File: config.mk
export PLATFORM = sky130hd
export DESIGN_NAME = inst_fetch_queue
export DESIGN_NICKNAME = d
export VERILOG_FILES = /design/src/rtl/inst_fetch_queue_pkg.sv /design/src/rtl/inst_fetch_queue_fifo_ram_2p.sv /design/src/rtl/inst_fetch_queue.sv
export SDC_FILE = /design/constraint.sdc
export NUM_CORES = 1
export LEC_CHECK = 0
export BUFFER_PORTS_ARGS = -buffer_cell sky130_fd_sc_hd__clkbuf_2
export CAP_MARGIN = 5
export CORE_MARGIN = 2
export CORE_UTILIZATION = 50
export DETAILED_ROUTE_END_ITERATION = 7
export PLACE_DENSITY = 0.71
export SETUP_SLACK_MARGIN = 0.2
export SLEW_MARGIN = 40
export SYNTH_ARGS = -nofsm -noshare
export SYNTH_HDL_FRONTEND = slang
export SYNTH_SLANG_ARGS = --single-unit
File: constraint.sdc
create_clock -name clk -period 3.8 [get_ports clk]
set_clock_uncertainty 0.05 [all_clocks]
set_input_delay 0.19 -clock clk [delete_from_list [all_inputs] [get_ports clk]]
set_output_delay 0.19 -clock clk [all_outputs]
set_load 0.01 [all_outputs]
File: src/rtl/inst_fetch_queue_pkg.sv
// rtl/inst_fetch_queue_pkg.sv - shared fetch-pipeline widths, exception bit indices and entry layout
package inst_fetch_queue_pkg;

  localparam int IFQ_PC_W    = 32;
  localparam int IFQ_INSTR_W = 32;
  localparam int IFQ_EXC_W   = 8;

  // Fetch exception vector bit positions
  localparam int ADEL_IF = 7;

  typedef struct packed {
    logic [IFQ_PC_W-1:0]    pc;
    logic [IFQ_INSTR_W-1:0] instr;
    logic [IFQ_EXC_W-1:0]   exc;
  } fetchEntry_t;

  function automatic int entryWidth(input int pcW, input int instrW, input int excW);
    return pcW + instrW + excW;
  endfunction

endpackage

File: src/rtl/inst_fetch_queue_fifo_ram_2p.sv
// rtl/inst_fetch_queue_fifo_ram_2p.sv - DEPTH x WIDTH storage, one write port, one asynchronous read port
module fifo_ram_2p #(
  parameter  int DEPTH = 4,
  parameter  int WIDTH = 72,
  localparam int AW    = $clog2(DEPTH)
) (
  input  logic             clk,
  input  logic             wrEn,
  input  logic [AW-1:0]    wrAddr,
  input  logic [WIDTH-1:0] wrData,
  input  logic [AW-1:0]    rdAddr,
  output logic [WIDTH-1:0] rdData
);

  logic [WIDTH-1:0] mem [DEPTH];

  always_ff @(posedge clk) begin
    if (wrEn) mem[wrAddr] <= wrData;
  end

  assign rdData = mem[rdAddr];

endmodule

File: src/rtl/inst_fetch_queue.sv
// rtl/inst_fetch_queue.sv - credit-based instruction fetch queue with flush annulment of in-flight responses
module inst_fetch_queue
  import inst_fetch_queue_pkg::*;
#(
  parameter  int DEPTH   = 4,
  parameter  int INSTR_W = IFQ_INSTR_W,
  parameter  int PC_W    = IFQ_PC_W,
  parameter  int EXC_W   = IFQ_EXC_W,
  localparam int CNT_W   = $clog2(DEPTH + 1)
) (
  input  logic               clk,
  input  logic               rst,
  input  logic               flush,
  output logic               req_allow,
  input  logic               req_issue,
  input  logic               resp_valid,
  input  logic [INSTR_W-1:0] resp_instr,
  input  logic [PC_W-1:0]    resp_pc,
  input  logic [EXC_W-1:0]   resp_exc,
  input  logic               pop_ready,
  output logic               pop_valid,
  output logic [INSTR_W-1:0] pop_instr,
  output logic [PC_W-1:0]    pop_pc,
  output logic [EXC_W-1:0]   pop_exc,
  output logic [CNT_W-1:0]   count,
  output logic               proto_err
);

  localparam int AW      = $clog2(DEPTH);
  localparam int ENTRY_W = entryWidth(PC_W, INSTR_W, EXC_W);
  localparam logic [CNT_W:0] CREDIT_LIMIT = (CNT_W + 1)'(DEPTH);

  logic [AW-1:0]      rdPtr, wrPtr;
  logic [CNT_W-1:0]   occupancy, outstanding, drop;
  logic [CNT_W-1:0]   outstandingNext, live;
  logic [CNT_W:0]     creditsUsed;
  logic               protoErr;
  logic               respLegal, respOrphan, push, popFire;
  logic [ENTRY_W-1:0] wrEntry, rdEntry;

  // A response with nothing outstanding is orphaned: flagged, never stored, never counted
  assign respLegal  = resp_valid & (outstanding != '0);
  assign respOrphan = resp_valid & (outstanding == '0);
  assign push       = respLegal & (drop == '0) & ~flush;
  assign pop_valid  = (occupancy != '0) & ~flush;
  assign popFire    = pop_valid & pop_ready;

  assign outstandingNext = outstanding + CNT_W'(req_issue) - CNT_W'(respLegal);

  // Every non-stale request in flight owns a slot, so a returning response always fits
  assign live        = outstanding - drop;
  assign creditsUsed = {1'b0, occupancy} + {1'b0, live};
  assign req_allow   = (creditsUsed < CREDIT_LIMIT) & ~flush & ~rst;

  always_ff @(posedge clk or posedge rst) begin
    if (rst) begin
      rdPtr       <= '0;
      wrPtr       <= '0;
      occupancy   <= '0;
      outstanding <= '0;
      drop        <= '0;
      protoErr    <= 1'b0;
    end else begin
      outstanding <= outstandingNext;
      if (respOrphan) protoErr <= 1'b1;

      if (flush) begin
        rdPtr     <= '0;
        wrPtr     <= '0;
        occupancy <= '0;
        drop      <= outstandingNext;
      end else begin
        if (respLegal && drop != '0) drop <= drop - 1'b1;
        if (push)    wrPtr <= wrPtr + 1'b1;
        if (popFire) rdPtr <= rdPtr + 1'b1;
        case ({push, popFire})
          2'b10:   occupancy <= occupancy + 1'b1;
          2'b01:   occupancy <= occupancy - 1'b1;
          default: occupancy <= occupancy;
        endcase
      end
    end
  end

  assign wrEntry = {resp_pc, resp_instr, resp_exc};

  fifo_ram_2p #(
    .DEPTH (DEPTH),
    .WIDTH (ENTRY_W)
  ) entryRam (
    .clk    (clk),
    .wrEn   (push),
    .wrAddr (wrPtr),
    .wrData (wrEntry),
    .rdAddr (rdPtr),
    .rdData (rdEntry)
  );

  assign {pop_pc, pop_instr, pop_exc} = rdEntry;
  assign count     = occupancy;
  assign proto_err = protoErr;

endmodule

---- Yosys cells after proc, flatten, opt, wreduce, memory -nomap -nowiden ----
Memory sizes are Yosys's and may differ from the RTL's.
Cells that the tools add are included.
word-level totals
  bits in writable memories ............... 288
  memories kept ........................... 1
  bits in registers ....................... 14
  bits of input ports ..................... 78
  output and inout bits ................... 78
cells by class
  equality and inequality tests ........... 2
  add/sub/neg operators ................... 9
  bitwise operators ....................... 10
  $lt $le $gt $ge ......................... 1
  reductions and logical operators ........ 10
  mux-type cells .......................... 10
memories
  name          words  width  read ports  clocked after memory_dff  wr ports  RTL line                            text
  entryRam.mem  4      72     1           0                         1         inst_fetch_queue_fifo_ram_2p.sv:15  logic [WIDTH-1:0] mem [DEPTH];
operators by type and width
  cell                                                                          count
  3-bit nonzero test                                                            4
  3-bit two-way mux                                                             3
  1-bit bitwise AND                                                             8
  2-bit two-way mux                                                             4
  3-bit logical NOT                                                             2
  3-bit case mux with 2 select lines                                            1
  2-bit nonzero test                                                            3
  3-bit by 1-bit subtractor with 3-bit output, second input constant            2
  2-bit by 1-bit adder with 2-bit output, second input constant                 2
  3-bit by 3-bit adder with 4-bit output                                        1
  4-bit by 3-bit less-than comparator with 1-bit output, second input constant  1
  3-bit by 1-bit adder with 3-bit output                                        1
  3-bit by 1-bit adder with 3-bit output, second input constant                 1
  3-bit by 1-bit subtractor with 3-bit output                                   1
  3-bit subtractor                                                              1
  2-bit by 1-bit equality test with 1-bit output, second input constant         1
  2-bit equality test, second input constant                                    1
  1-bit two-way mux                                                             2
  1-bit NOT                                                                     2
  1-bit logical AND                                                             1

---- Depth between registers and ports, before layout ----
  depth after elaboration ................. 7
  gate-level depth with buffers ........... 10
  depth with buffers taken out ............ 10

---- By module ----
A second synthesis with hierarchy kept.
second synthesis, totals
  cell total of the unflattened synthesis .. 473
  area, all modules ....................... 11431.0 um^2
modules (own cells, without submodules)
  module            sequential area each (um^2)  times used  cells an instance  area each (um^2)
  fifo_ram_2p       8648.3                       1           380                10498.8
  inst_fetch_queue  350.3                        1           93                 932.1

---- Worst setup path after synthesis ----
No wires, ideal clock.
  path type ............................... register to register
  from .................................... register drop[1]
  to ...................................... memory entryRam.mem[0][0] (enable)
  data required time ...................... 3312 ps
  arrival ................................. 2851 ps
  slack ................................... 461 ps
  period minus slack after synthesis ...... 3339 ps
  setup time .............................. 438 ps
  buffers on the path ..................... 0
  cell stages (with the launch flop) ...... 7
  cell sequence ........................... dfrtp_1 inv_1 ha_1 nor2b_1 nand2_1 nor2_1 and2_1
between the ends
  longest elaborated chain between the ends .. 5
ends and longest elaborated chain
  element                                  RTL line                            text
  start, declared                          inst_fetch_queue.sv:34              logic [CNT_W-1:0] occupancy, outstanding, drop;
  start signal, assigned                   inst_fetch_queue.sv:71              drop <= outstandingNext;
  start signal, assigned                   inst_fetch_queue.sv:73              if (respLegal && drop != '0) drop <= drop - 1'b1;
  3-bit logical NOT                        inst_fetch_queue.sv:44              assign push = respLegal & (drop == '0) & ~flush;
  1-bit bitwise AND (2 in series)          inst_fetch_queue.sv:44
  1-bit two-way mux                        inst_fetch_queue_fifo_ram_2p.sv:18  if (wrEn) mem[wrAddr] <= wrData;
  1-bit two-way mux (not written as such)  inst_fetch_queue_fifo_ram_2p.sv:18
  end, declared                            inst_fetch_queue_fifo_ram_2p.sv:15
No other way between the ends.

---- Final worst setup path ----
  from .................................... register outstanding[0]
  to ...................................... output port req_allow
between the ends
  longest elaborated chain between the ends .. 5
ends and longest elaborated chain
  element                                                RTL line                text
  start, declared                                        inst_fetch_queue.sv:34
  start signal, assigned                                 inst_fetch_queue.sv:64  outstanding <= outstandingNext;
  3-bit subtractor                                       inst_fetch_queue.sv:51  assign live = outstanding - drop;
  3-bit by 3-bit adder with 4-bit output                 inst_fetch_queue.sv:52  assign creditsUsed = {1'b0, occupancy} + {1'b0, live};
  4-bit by 3-bit less-than comparator with 1-bit output  inst_fetch_queue.sv:53  assign req_allow = (creditsUsed < CREDIT_LIMIT) & ~flush & ~rst;
  1-bit bitwise AND (2 in series)                        inst_fetch_queue.sv:53
  end, declared                                          inst_fetch_queue.sv:14  output logic req_allow,
No other way between the ends.

==> impl_metrics.tcl <==
set metrics [dict create \
    ir_worst_vdd_mv 0.364 \
    grt_first_pass_wirelength_um 32900 \
    io_buffer_count 155 \
    gp_congestion 0.783 \
    power_per_cell_area_nw_per_um2 553 \
    cp_max_fo 3 \
    worst_ep_required_time_ps 3560 \
    grtUsageTotal_pct 17.9 \
    area_growth_pct 25.7 \
    clk_pin_slew_worst_paths_ps 60 \
    finalSetupViolations 0 \
    critical_path_class "reg -> out" \
    synth_cells 474 \
    place_ws_ps 1040 \
    period_needed_ps 3300 \
    drv_slew 0 \
    worst_hold_path_type "in -> reg" \
    cts_setup_buffers 0 \
    synth_nets 566 \
    clock_sinks 302 \
    yosysTopAreaCell "edfxtp_1" \
    pin_count 156 \
    cts_tree "built" \
    cp_cell_sequence "inv_1, ha_1, inv_1, fa_1, xor2_1, xnor2_1, ha_1, or4_1, a311oi_1, clkbuf_2" \
    dieHeight_um 154 \
    synthArstFlopShare_pct 4.64 \
    dp_hpwl_um 13100 \
    overflow 0 \
    ys.warnings.count 0 \
    detail_route.first_pass.iterations 4 \
    synth_area_leaders "edfxtp_1, mux4_2, dfrtp_1" \
    grt_use_met3_pct 3.42 \
    critPathArrivalTime_ps 3060 \
    rr_endpoint "drop[2]" \
    busiest_layer "met2" \
    dp.cells 905 \
    synth_cell_types 31 \
    worstMarginPinSlew_ps 592 \
    antenna_found_initial 1 \
    p_int_mw 5.97 \
    r2r_start "outstanding[1]" \
    ys_seq_elements 302 \
    status "finished clean" \
    setup.worst_path.start_class "register" \
    leakage_nw 4.88 \
    finalPower_mw 7.86 \
    drt_iter0_drc 356 \
    endpoint_kind "output pin" \
    n_antenna_cell 0 \
    pwr-share-clk_pct 34.3 \
    wl_um 21300 \
    slowest_stage "or4_1" \
    wl_per_cell_um 20.5 \
    finalSetupTns_ps 0 \
    layout-drive-gt1-share_pct 37.9 \
    drcViolationCount 0 \
    num_vias 5549 \
    cts_buffers 29 \
    root_buffer "clkbuf_16" \
    fp-row-count 55 \
    min_from "pop_ready" \
    viasPerCell 5.36 \
    start_util_pct 50.4 \
    chipWidth_um 154 \
    fmax_mhz 303 \
    htree_levels 1 \
    maxSlewHeadroom_pct 60.5 \
    maxCapViolations 0 \
    yosys.area.top_type_share_pct 76.5 \
    switchingPower_mw 1.89 \
    combPwrFrac_pct 16.3 \
    final_cell_mix "edfxtp_1, clkbuf_2, dlygate4sd3_1" \
    reg2reg_depth 10 \
    fin_ws_ps 500 \
    syn_area_um2 11300 \
    drtAntennaViolNets 0 \
    yosysSeqAreaShare_pct 79.6 \
    cpPeakStageDelay_ps 470 \
    rsz0062_at_grt "no" \
    synth-main-ff-cell "edfxtp_1" \
    swShare_pct 24.0 \
    layoutNonFillerInstCount 1035 \
    avgSynthCellArea_um2 23.8 \
    rrSetupSlack_ps 1050 \
    hold_depth 4 \
    grt_pass1_vias 6026 \
    use_met2_pct 32.1 \
    finalHoldViolCount 0 \
    core_um2 22400 \
    grt_max_degree 41 \
    pwr-share-seq_pct 49.5 \
    period_share_pct 86.8 \
    synth-edff-count 288 \
    nets 820 \
    min_to "count[0]" \
    cts.path.max_buffers 3 \
    clk_latency_ps 540 \
    layout_commonest_cell "edfxtp_1" \
    grt.met1_usage_pct 23.1 \
    fp.dieArea_um2 23800 \
]
Yosys cell counts, types with 4 or more instances:
cell and n:
and2_1 4, buf_2 7, clkbuf_1 8, dfrtp_1 14, edfxtp_1 288, ha_1 11
inv_1 12, mux4_2 73, nand2_1 7, nor2_1 10, o21ai_0 4, xnor2_1 6
xor2_1 4
per-stage QoR:
| step | utilization [%] | instance area (um^2) | hold WS, ps |
|---|---|---|---|
| 3_3_place_gp | 55.6 | 12500 | 200 |
| 6_report | 63.3 | 14200 | 15.7 |
| 5_1_grt | 63.3 | 14200 | 42.5 |
| 3_5_place_dp | 55.8 | 12500 | 234 |
| 4_1_cts | 63.2 | 14200 | 1.82 |
| 2_1_floorplan | - | 11300 | 29.2 |
power groups by stage:
stage | sequential, mW | clock (mW) | combinational (mW)
floorplan | 3.93 | 0 | 0.803
global placement | 3.99 | 0 | 1.13
detailed placement | 4.00 | 0 | 1.17
CTS | 3.93 | 2.76 | 1.25
global route | 3.90 | 2.89 | 1.41
finish | 3.89 | 2.69 | 1.28
state kept, by name (all words and copies together) (netlist names):
| name | count |
|---|---|
| drop | 3 |
| outstanding | 3 |
| proto_err | 1 |
| rdPtr | 2 |
| entryRam.mem | 288 |
| wrPtr | 2 |
| count | 3 |
layer usage:
layer  share of wire, %  vias up  wire length, um
met5              0.061        -               13
met2                 52      170            11200
met1                 40     2848             8550
met4                1.8        2              388
met3                5.5       35             1160
li1                   -     2494                -
what timing repair did:
action / CTS / global route
hold buffers: 76 / 0
hold endpoints to repair: 307 / 0
gates resized for setup: 0 / 0
how the worst max path moves through the flow:
stage                              start            endpoint  slack, ps  cells past startpoint
after CTS                 outstanding[0]           req_allow        450                     10
after detailed placement  outstanding[0]           req_allow       1040                     10
final                     outstanding[0]           req_allow        500                     10
after global placement    outstanding[0]           req_allow       1160                     10
after global routing      outstanding[0]           req_allow        310                     10
after floorplan                  drop[1]  entryRam.mem[0][0]        460                      6
kinds of logic after synthesis:
group	share of synthesized area, %
xor+xnor	0.775
mux	14.6
buf+inv	1.07
flops	79.6
fa+ha+maj	1.75
simple gates	1.31
compound gates	0.808
area by class of cell:
type / count / area (um^2)
tap: 285 / 357
clock buffer: 35 / 748
timing repair buffer: 241 / 1710
sequential: 302 / 9010
multi-input combinational: 142 / 2190
inverter: 12 / 45.0
clock inverter: 18 / 154
fill: 1496 / 8230
critical path, delay by kind of cell (launching register included):
kind / cells / cell delay [ps]
fa+ha+maj: 3 / 780
flops: 1 / 400
compound gates: 1 / 240
xor+xnor: 2 / 290
buf+inv: 3 / 310
simple gates: 1 / 470
(Power assumes the default switching activity.)
